$ cat config.mk
export PLATFORM = sky130hd
export DESIGN_NAME = serial_uart_tx
export DESIGN_NICKNAME = d
export VERILOG_FILES = /design/src/rtl/serial_uart_tx.sv
export SDC_FILE = /design/constraint.sdc
export NUM_CORES = 1
export LEC_CHECK = 0
export CAP_MARGIN = 20
export CORE_AREA = 2 2 196 150
export DETAILED_ROUTE_END_ITERATION = 7
export DIE_AREA = 0 0 198 152
export PLACE_DENSITY = 0.45
export RECOVER_POWER = 100
export SYNTH_ARGS = -nofsm -noshare
export SYNTH_HDL_FRONTEND = slang
export SYNTH_SLANG_ARGS = --single-unit
$ cat constraint.sdc
create_clock -name clock -period 6.4 [get_ports clock]
set_input_delay 1.92 -clock clock [delete_from_list [all_inputs] [get_ports clock]]
set_output_delay 1.92 -clock clock [all_outputs]
set_load 0.005 [all_outputs]
$ cat src/rtl/serial_uart_tx.sv
// serial_uart_tx: memory-mapped 8N1 UART transmitter. CPU writes land in a
// byte FIFO; a four-state shifter drains the FIFO onto the tx line, and a
// STATUS word (empty/full/busy/overflow/count) can be polled through dout.
module serial_uart_tx #(
  parameter int CLK_HZ = 100000000,
  parameter int BAUD   = 115200,
  parameter int DEPTH  = 16
) (
  input  logic        clock,
  input  logic        clrn,
  input  logic        sel,
  input  logic        we,
  input  logic        re,
  input  logic [31:0] addr,
  input  logic [31:0] din,
  output logic [31:0] dout,
  output logic        tx,
  output logic        busy
);

  localparam int DIV = CLK_HZ / BAUD;
  localparam int CW  = $clog2(DEPTH) + 1;
  localparam int AW  = $clog2(DEPTH);
  localparam int BW  = (DIV > 1) ? $clog2(DIV) : 1;

  localparam logic [BW-1:0] BAUD_LAST = BW'(DIV - 1);
  localparam logic [CW-1:0] CNT_FULL  = CW'(DEPTH);
  localparam logic [CW-1:0] CNT_ZERO  = {CW{1'b0}};
  localparam logic [AW-1:0] PTR_ZERO  = {AW{1'b0}};
  localparam logic [BW-1:0] BAUD_ZERO = {BW{1'b0}};

  typedef enum logic [1:0] {
    IDLE  = 2'd0,
    START = 2'd1,
    DATA  = 2'd2,
    STOP  = 2'd3
  } state_t;

  // FIFO storage and bookkeeping
  logic [7:0]    mem_r [DEPTH];
  logic [AW-1:0] wr_ptr_r;
  logic [AW-1:0] rd_ptr_r;
  logic [CW-1:0] count_r;
  logic          ovf_r;

  // Shifter / line state
  state_t        state_r, state_n;
  logic          tx_r, tx_n;
  logic [BW-1:0] baud_r, baud_n;
  logic [2:0]    bit_r, bit_n;
  logic [7:0]    shift_r, shift_n;

  // Decoded bus actions and FIFO handshakes
  logic          push_req_s;
  logic          stat_wr_s;
  logic          flush_s;
  logic          ovf_clr_s;
  logic          empty_s;
  logic          full_s;
  logic          push_s;
  logic          drop_s;
  logic          pop_s;
  logic [7:0]    head_s;
  logic [31:0]   status_s;

  // Reads have no side effects, and only a few address/data bits are decoded.
  logic          unused_s;
  assign unused_s = ^{re, addr[31:3], addr[1:0], din[31:8]};

  assign head_s = mem_r[rd_ptr_r];
  assign busy   = (state_r != IDLE) || !empty_s;
  assign tx     = tx_r;

  // Bus decode: DATA pushes, STATUS flush / overflow-clear, full-FIFO arbitration
  always_comb begin
    push_req_s = sel && we && !addr[2];
    stat_wr_s  = sel && we && addr[2];
    flush_s    = stat_wr_s && din[0];
    ovf_clr_s  = stat_wr_s && din[3];
    empty_s    = (count_r == CNT_ZERO);
    full_s     = (count_r == CNT_FULL);
    // A pop in the same cycle frees the slot, so a push into a full FIFO survives.
    push_s     = push_req_s && (!full_s || pop_s);
    drop_s     = push_req_s && full_s && !pop_s;
  end

  // FIFO pointers, occupancy and the sticky overflow flag
  always_ff @(posedge clock or negedge clrn) begin
    if (!clrn) begin
      wr_ptr_r <= PTR_ZERO;
      rd_ptr_r <= PTR_ZERO;
      count_r  <= CNT_ZERO;
      ovf_r    <= 1'b0;
    end else begin
      if (flush_s) begin
        wr_ptr_r <= PTR_ZERO;
        rd_ptr_r <= PTR_ZERO;
        count_r  <= CNT_ZERO;
      end else begin
        if (push_s) begin
          wr_ptr_r <= wr_ptr_r + AW'(1);
        end
        if (pop_s) begin
          rd_ptr_r <= rd_ptr_r + AW'(1);
        end
        count_r <= count_r + CW'(push_s) - CW'(pop_s);
      end
      if (drop_s) begin
        ovf_r <= 1'b1;
      end else if (ovf_clr_s) begin
        ovf_r <= 1'b0;
      end
    end
  end

  // FIFO byte storage
  always_ff @(posedge clock or negedge clrn) begin
    if (!clrn) begin
      for (int i = 0; i < DEPTH; i++) begin
        mem_r[i] <= 8'h00;
      end
    end else if (push_s) begin
      mem_r[wr_ptr_r] <= din[7:0];
    end
  end

  // Line FSM next-state: frame sequencing, baud timing and pop requests
  always_comb begin
    state_n = state_r;
    tx_n    = tx_r;
    baud_n  = baud_r;
    bit_n   = bit_r;
    shift_n = shift_r;
    pop_s   = 1'b0;
    case (state_r)
      IDLE: begin
        tx_n = 1'b1;
        if (!empty_s) begin
          pop_s   = 1'b1;
          shift_n = head_s;
          tx_n    = 1'b0;
          baud_n  = BAUD_ZERO;
          state_n = START;
        end else begin
          state_n = IDLE;
        end
      end
      START: begin
        if (baud_r == BAUD_LAST) begin
          baud_n  = BAUD_ZERO;
          bit_n   = 3'd0;
          tx_n    = shift_r[0];
          state_n = DATA;
        end else begin
          baud_n = baud_r + BW'(1);
        end
      end
      DATA: begin
        if (baud_r == BAUD_LAST) begin
          baud_n = BAUD_ZERO;
          if (bit_r == 3'd7) begin
            tx_n    = 1'b1;
            state_n = STOP;
          end else begin
            shift_n = {1'b0, shift_r[7:1]};
            bit_n   = bit_r + 3'd1;
            tx_n    = shift_r[1];
          end
        end else begin
          baud_n = baud_r + BW'(1);
        end
      end
      STOP: begin
        if (baud_r == BAUD_LAST) begin
          baud_n = BAUD_ZERO;
          if (!empty_s) begin
            // Chain straight into the next start bit: no idle gap.
            pop_s   = 1'b1;
            shift_n = head_s;
            tx_n    = 1'b0;
            state_n = START;
          end else begin
            tx_n    = 1'b1;
            state_n = IDLE;
          end
        end else begin
          baud_n = baud_r + BW'(1);
        end
      end
      default: begin
        tx_n    = 1'b1;
        baud_n  = BAUD_ZERO;
        state_n = IDLE;
      end
    endcase
  end

  // Line FSM state register; tx is registered so the line never glitches
  always_ff @(posedge clock or negedge clrn) begin
    if (!clrn) begin
      state_r <= IDLE;
      tx_r    <= 1'b1;
      baud_r  <= BAUD_ZERO;
      bit_r   <= 3'd0;
      shift_r <= 8'h00;
    end else begin
      state_r <= state_n;
      tx_r    <= tx_n;
      baud_r  <= baud_n;
      bit_r   <= bit_n;
      shift_r <= shift_n;
    end
  end

  // Read mux: STATUS word when selected at addr[2]=1, zero otherwise
  always_comb begin
    status_s         = 32'h0000_0000;
    status_s[0]      = empty_s;
    status_s[1]      = full_s;
    status_s[2]      = busy;
    status_s[3]      = ovf_r;
    status_s[4 +: CW] = count_r;
    if (!sel) begin
      dout = 32'h0000_0000;
    end else if (addr[2]) begin
      dout = status_s;
    end else begin
      dout = 32'h0000_0000;
    end
  end

endmodule

## After elaboration in Yosys (flattened, before gate mapping)

Index checks and enable logic that the tools add are counted.

- Flip-flop bits (word level): 166
- Bits of input ports: 69
- Word-level logic and storage cells: 118

- Add/sub/neg operators: 6
- Order comparisons: 3
- Equal/unequal tests: 12
- Muxes and demuxes: 42
- Bitwise gates (word level): 2
- Reductions and logical operators: 28

Operator list:

| kind | count |
|---|---|
| $bwmux W128 | 1 |
| $mux W8 | 7 |
| $bmux W8 S4 | 1 |
| $demux W8 S4 | 1 |
| $mux W32 | 1 |
| $pmux W8 S3 | 1 |
| $mux W10 | 2 |
| $pmux W10 S2 | 1 |
| $mux W4 | 4 |
| $ne A2 B2 Y1 const B | 6 |
| $reduce_and A4 Y1 | 3 |
| $add A10 B1 Y10 const B | 1 |
| $eq A10 B10 Y1 const B | 1 |
| $ge A5 B5 Y1 const B | 2 |
| $mux W1 | 10 |
| $not A4 Y5 | 2 |
| $reduce_bool A2 Y1 | 5 |
| $logic_and A1 B1 Y1 | 9 |
| $mux W3 | 3 |
| $mux W9 | 1 |
| $add A4 B1 Y4 const B | 2 |
| $mux W2 | 4 |
| $pmux W2 S4 | 1 |
| $pmux W3 S2 | 1 |
| other kinds (18) | 23 |

## Logic depth before layout (Yosys ltp)

Gate-level depths: netlist of the first run.

- Depth in word-level cells: 9
- Mapped depth: 18
- Depth with buffers taken out: 16

## Least setup slack after synthesis of the first run

OpenSTA, ideal clock, no wires.

- Kind: input -> register
- Start point: in we
- End point: reg count_r[4]
- Library setup time: 0.078 ns
- Data arrival time: 4.188 ns
- Required time: 6.322 ns
- Setup slack: 2.134 ns
- Stages on the path: 15
- Cells stage by stage: nand2_1 > nor2_1 > buf_2 > buf_4 > nand2_1 > ha_1 > inv_1 > ha_1 > inv_1 > fa_1 > inv_1 > a21oi_1 > nor2_1 > or3_1 > a21oi_1

- Longest elaborated chain between the ends: 6
- Elaborated cells between the ends (all ways): 8
- Those cells by class: 2 x add/sub; 1 x mux; 5 x reduce/logical

Ends and longest elaborated chain:

| what | line | RTL |
|---|---|---|
| from (decl) | 12 | `input logic we,` |
| $logic_and A1 B1 Y1 (*) | 76, 77 |  |
| $logic_and A1 B1 Y1 | 76 | `push_req_s = sel && we && !addr[2];` |
| $logic_and A1 B1 Y1 | 83 | `push_s = push_req_s && (!full_s \|\| pop_s);` |
| $add A5 B1 Y5 | 106 | `count_r <= count_r + CW'(push_s) - CW'(pop_s);` |
| $sub A5 B1 Y5 | 106 |  |
| $mux W5 (*) | 95 | `if (flush_s) begin` |
| to (signal assigned) | 106 |  |
| to (decl) | 43 | `logic [CW-1:0] count_r;` |

Mark *: on every way between the ends. The rest lies on a longest branch, timed or not.
A chain may end at the register's enable or synchronous reset.

## Worst setup path in the final report of the first run

- Start point: in sel
- End point: out dout[1]

- Longest elaborated chain between the ends: 1

Ends and longest elaborated chain:

| what | line | RTL |
|---|---|---|
| from (decl) | 11 | `input logic sel,` |
| $mux W32 | 223 | `if (!sel) begin` |
| to (decl) | 16 | `output logic [31:0] dout,` |

No other way between the ends.

==> results by group, run 1 <==
CTS
  – CTS tree: yes
  – Post-CTS Setup Bufs: 0
  – Post_cts resized: 0
  – CTS buffer count: 17
  – Worst skew pair latency: 0.43 ns
  – Clock tree buffer depth: 2
  – Clk pin slew, worst setup/hold paths: 0.06 ns
  – Hold_buf cts: 0
  – CTS H-tree lvls: 4
  – Root Driver: clkbuf_16
  – Num Clock Sinks: 166

Hold path
  – Hold path endpoint: mem_r[28]
  – Hold Path Depth: 1
  – Hold_sp: mem_r[28]
  – Min-delay worst type: register to register

STA
  – Final TNS setup: 0 ns
  – Setup repair after global routing missed its margin: no
  – Slew Limit Fails: 84
  – Endpoints failing setup: 0
  – Max-Slew Margin vs Limit: -69.8%
  – Hold Worst Slack: 0.487 ns
  – Max Clock Freq: 183 MHz
  – Final Hold Viols: 0
  – Clk_skew: 0.0103 ns
  – Min Tclk post-route: 5.47 ns
  – Slew at the pin with the worst max-slew slack: 2.55 ns
  – Final period util: 85.4%

Global route
  – Vias in the first global route: 6008
  – Global-route wire length before repair: 37500 um
  – Initial antenna violation count: 0
  – GRT Overall Usage: 16.8%
  – Grt ovf: 0
  – Largest net degree at the start of global routing: 87

Worst setup path
  – CP required: 4.48 ns
  – CP Class: input port to primary output
  – Critical Path Fanout Max: 8
  – R2r startpoint: count_r[3]
  – Critical path capture point type: primary output
  – R2r endpoint: mem_r[5]
  – Crit path DAT: 3.55 ns
  – Cells on worst reg2reg path: 8
  – R2R setup slack: 2.44 ns
  – Critical Path Source Type: input port
  – Worst setup path startpoint: sel

Job
  – Max cap viols: 2

Floorplan
  – Core footprint: 28400 sq um
  – Top Ports: 103
  – Starting Density: 29.4%
  – Vert. Die Dim: 152 um
  – Die area: 30100 sq um
  – Die X: 198 um
  – Std-Cell Rows: 54

Placed design
  – PortBufs: 23
  – Post-DP HPWL: 16000 um
  – Final GP Congestion: 0.806

Synth
  – Top cells by count, synth: dfrtp_1, o2bb2ai_1, nand2_1
  – Seq/Total Area, Yosys: 49.7%
  – Synth area leader: dfrtp_1
  – Post-synthesis cell count: 696
  – Synth top area cells: dfrtp_1, o2bb2ai_1, mux4_2
  – Post-synthesis mux area share: 9.27%
  – Compound-Gate Fraction of Synth Area: 20.6%
  – Flops & latches, synth: 166
  – Post-synth EDFFs: 0
  – Ys flop type: dfrtp_1
  – Syn. warnings: 0
  – Post-synth ARST share: 100%
  – Synth Area in Simple Gates: 11.2%
  – Share of the synthesized area in the top cell type: 49.4%
  – Mean Syn Cell Area: 12.0 sq um
  – Largest family of logic cells by synthesized area: compound AO/OA/AOI/OAI gates
  – Adder-Cell Fraction of Synth Area: 2.93%
  – Top-count cell post-synth: dfrtp_1
  – Synth unique cells: 57
  – Post-Syn Area: 8360 sq um
  – Synth Area in XOR/XNOR: 0.734%

Run status
  – Status: complete, but fails checks
  – Failing checks: max-capacitance violations, max-slew violations

Finish
  – Finished Core Util: 32.7%
  – Fillers: 2849
  – Area growth syn-to-layout: 11.4%
  – Ant diodes: 0
  – Share of layout cells above drive strength 1: 10.3%
  – Nets: 795

Routing
  – DRC viols: 0
  – Detail Route Antenna Nets: 0
  – Via count: 5915
  – Routed WL: 24600 um
  – Drt via density: 5.34
  – DRT Pass-1 Iters: 5
  – Drt wl/cell: 22.2 um
  – Iteration-0 DRC Markers: 419

Power and ir drop
  – Pleak: 3.75 nW
  – Cell area power density: 425 nW/um^2
  – Peak VDD IR: 185 uV
  – Pwr Total: 3.95 mW
==> layout make-up <==
type                            count  area, sq um  area share, %
Tap cell                          392          490           5.27
Timing Repair Buffer               34          292           3.13
Inverter                           19         71.3          0.766
Sequential cell                   166         4160           44.6
Multi-Input combinational cell    469         3710           39.9
Clock inverter                     10          146           1.57
Clock buffer                       18          439           4.72
==> worst max-delay path, stage by stage <==
cell and delay, ns:
dlygate4sd3_1 0.66, nand2_1 0.22, nor2_1 0.16, dlygate4sd3_1 0.59
==> worst max-delay path by stage <==
stage                       to  slack (ns)  cells past startpoint
floorplan           count_r[4]        2.13                     15
global placement       dout[2]        1.07                      4
detailed placement     dout[1]        1.03                      4
CTS                    dout[1]        1.02                      4
global route           dout[1]        0.83                      4
finish                 dout[1]        0.93                      4
==> state kept, by name, indices dropped and copies added (netlist names) <==
name,cells
mem_r,128
baud_r,10
tx,1
state_r,2
shift_r,8
count_r,5
ovf_r,1
wr_ptr_r,4
rd_ptr_r,4
bit_r,3
==> cell families (layout without fill, tap and decap cells) <==
kind of cell	after synthesis	after routing
xor gates and xnor gates	7	7
other	1	23
and+or+nand+nor	155	155
buffers and inverters	83	81
DFF	166	166
AOI/OAI and AO/OA	214	214
adders and majority gates	19	19
muxes	51	51
==> power by group <==
part | switching [mW] | total [mW] | internal, mW
Combinational | 0.803 | 1.40 | 0.596
Sequential | 0.185 | 1.50 | 1.31
Clock | 0.433 | 1.05 | 0.622
Total | 1.42 | 3.95 | 2.53
==> layer usage <==
layer	routed length, um	up-vias	track usage [%]
met1	11900	3054	24.0
li1	-	2636	-
met5	0	-	0
met3	1130	42	3.80
met4	756	0	7.48
met2	10800	183	24.4
==> placed cells by master, fill, tap and decap left out, drive strengths merged, types with 9 or more instances in the layout <==
cell / Yosys / layout
nand4: 19 / 19
mux2i: 29 / 29
ha: 18 / 18
a22oi: 12 / 12
o2bb2ai: 129 / 129
o21ai: 21 / 21
clkbuf: 14 / 24
clkdlybuf4s50: 0 / 9
inv: 19 / 24
nand2: 60 / 60
conb: 1 / 23
dfrtp: 165 / 165
nor2: 27 / 27
nand3: 13 / 13
a21oi: 15 / 15
dlygate4sd3: 0 / 13
mux4: 21 / 21
==> stage by stage <==
step,setup slack (ns),instances,area (sq um)
after floorplan,2.13,718,8440
after global placement,1.07,1079,8850
after detailed placement,1.03,1079,8850
after CTS,1.02,1107,9440
after global routing,0.834,1108,9310
final,0.935,1108,9310
Note: power is estimated with default switching activity, not from simulation.
==> run 2: changes to the inputs <==
--- a/config.mk
+++ b/config.mk
@@ -7,6 +7,7 @@
 export LEC_CHECK = 0
 export CAP_MARGIN = 20
 export CORE_AREA = 2 2 196 150
+export CTS_BUF_LIST = sky130_fd_sc_hd__clkbuf_16
 export DETAILED_ROUTE_END_ITERATION = 7
 export DIE_AREA = 0 0 198 152
 export PLACE_DENSITY = 0.45
==> results by group, run 2 (same netlist as run 1, synthesis figures left out) <==
Floorplan
  – Std-Cell Rows: 54
  – Die area: 30100 sq um
  – Die X: 198 um
  – Core footprint: 28400 sq um
  – Top Ports: 103
  – Vert. Die Dim: 152 um
  – Starting Density: 29.4%

CTS
  – CTS H-tree lvls: 4
  – Root Driver: clkbuf_16
  – Num Clock Sinks: 166
  – Post_cts resized: 0
  – Worst skew pair latency: 0.43 ns
  – Hold_buf cts: 0
  – Post-CTS Setup Bufs: 0
  – CTS tree: yes
  – Clock tree buffer depth: 2
  – CTS buffer count: 17
  – Clk pin slew, worst setup/hold paths: 0.06 ns

Worst setup path
  – CP max stage cell: dlygate4sd3_1
  – Critical Path Source Type: input port
  – CP required: 4.48 ns
  – Crit path top cell by count: dlygate4sd3_1
  – Critical Path Fanout Max: 8
  – Worst-path cell chain: dlygate4sd3_1 > nand2_1 > nor2_1 > dlygate4sd3_1
  – Critical path capture point type: primary output
  – Worst path max stage delay: 0.66 ns
  – CP Class: input port to primary output
  – Crit path DAT: 3.55 ns

Job
  – Max cap viols: 2

Finish
  – Most common cell after layout, fill and taps aside: dfrtp_1
  – Most frequent cells in the layout: dfrtp_1, o2bb2ai_1, nand2_1, mux2i_1, nor2_1
  – Ant diodes: 0
  – Share of layout cells above drive strength 1: 10.2%
  – Max FFs per register: 128
  – Top flop regs: mem_r (128), baud_r (10), shift_r (8)
  – Most flops, register: mem_r
  – Nets: 795
  – Area growth syn-to-layout: 11.3%
  – Finished Layout Cells: 1108

Global route
  – Vias in the first global route: 6010
  – Grt ovf: 0
  – Initial antenna violation count: 0
  – GRT Overall Usage: 16.9%
  – Largest net degree at the start of global routing: 87
  – Global-route wire length before repair: 37500 um

Routing
  – Detail Route Antenna Nets: 0
  – Iteration-0 DRC Markers: 436
  – Via count: 5932
  – Routed WL: 24700 um
  – Drt wl/cell: 22.3 um
  – Drt via density: 5.35
  – DRT Pass-1 Iters: 4
  – DRC viols: 0

Placed design
  – Post-DP HPWL: 16000 um
  – Final GP Congestion: 0.806
  – Placed cells: 1079
  – Worst slack, placed: 1.03 ns
  – PortBufs: 23

STA
  – Setup repair after global routing missed its margin: no
  – Final TNS setup: 0 ns
  – Slew Limit Fails: 84
  – Final worst-path setup slack: 0.933 ns
  – Final Hold Viols: 0
  – Max-Slew Margin vs Limit: -69.0%
  – Endpoints failing setup: 0
  – Final period util: 85.4%
  – Clk_skew: 0.0106 ns
  – Slew at the pin with the worst max-slew slack: 2.53 ns
  – Hold Worst Slack: 0.487 ns
  – Min Tclk post-route: 5.47 ns
  – Max Clock Freq: 183 MHz

Run status
  – Status: complete, but fails checks
  – Failing checks: max-capacitance violations, max-slew violations

Hold path
  – Min-delay worst type: register to register

Power and ir drop
  – Peak VDD IR: 186 uV
  – Pleak: 3.75 nW
  – Cell area power density: 424 nW/um^2
run 2: layout make-up:
cell class	instances	area (sq um)
Inverter	19	71.3
Sequential cell	166	4160
Tap cell	392	490
Multi-Input combinational cell	469	3710
Clock inverter	11	150
Timing Repair Buffer	34	292
Fill cell	2852	19100
Clock buffer	17	425
run 2: worst max-delay path: cells and delay by family:
family                 cells  cell delay [ns]
buffers and inverters      2             1.25
AND/OR/NAND/NOR            2             0.38
run 2: per-layer routing:
metal	up-vias	track usage [%]	wire length (um)
met3	43	3.53	1030
li1	2634	-	-
met1	3083	24.0	12000
met5	-	0	0
met4	0	8.13	803
met2	172	24.4	10900
run 2: metrics by stage:
stage	instance area (sq um)	utilization [%]	power (mW)
final	9300	32.7	3.94
after global routing	9300	32.7	4.18
after CTS	9430	33.1	3.99
after detailed placement	8850	31.1	2.93
after global placement	8850	31.1	2.89
after floorplan	8440	-	2.54
run 2: path summary, 6_finish.rpt:
kind                            from  slack (ns)  cells past startpoint         end
setup / recovery                 sel        0.93                      4     dout[1]
hold / removal             mem_r[73]        0.49                      1   mem_r[73]
setup reg to reg           baud_r[0]        2.45                     15  count_r[4]
hold reg to reg            mem_r[73]        0.49                      1   mem_r[73]
max in group asynchronous       clrn        2.01                      2   baud_r[8]
min in group asynchronous       clrn        1.54                      1   mem_r[95]
run 2: power by group:
group / total, mW / switching [mW] / internal [mW]
combinational: 1.40 / 0.802 / 0.596
clock: 1.04 / 0.435 / 0.610
sequential: 1.50 / 0.185 / 1.31
total: 3.94 / 1.42 / 2.52
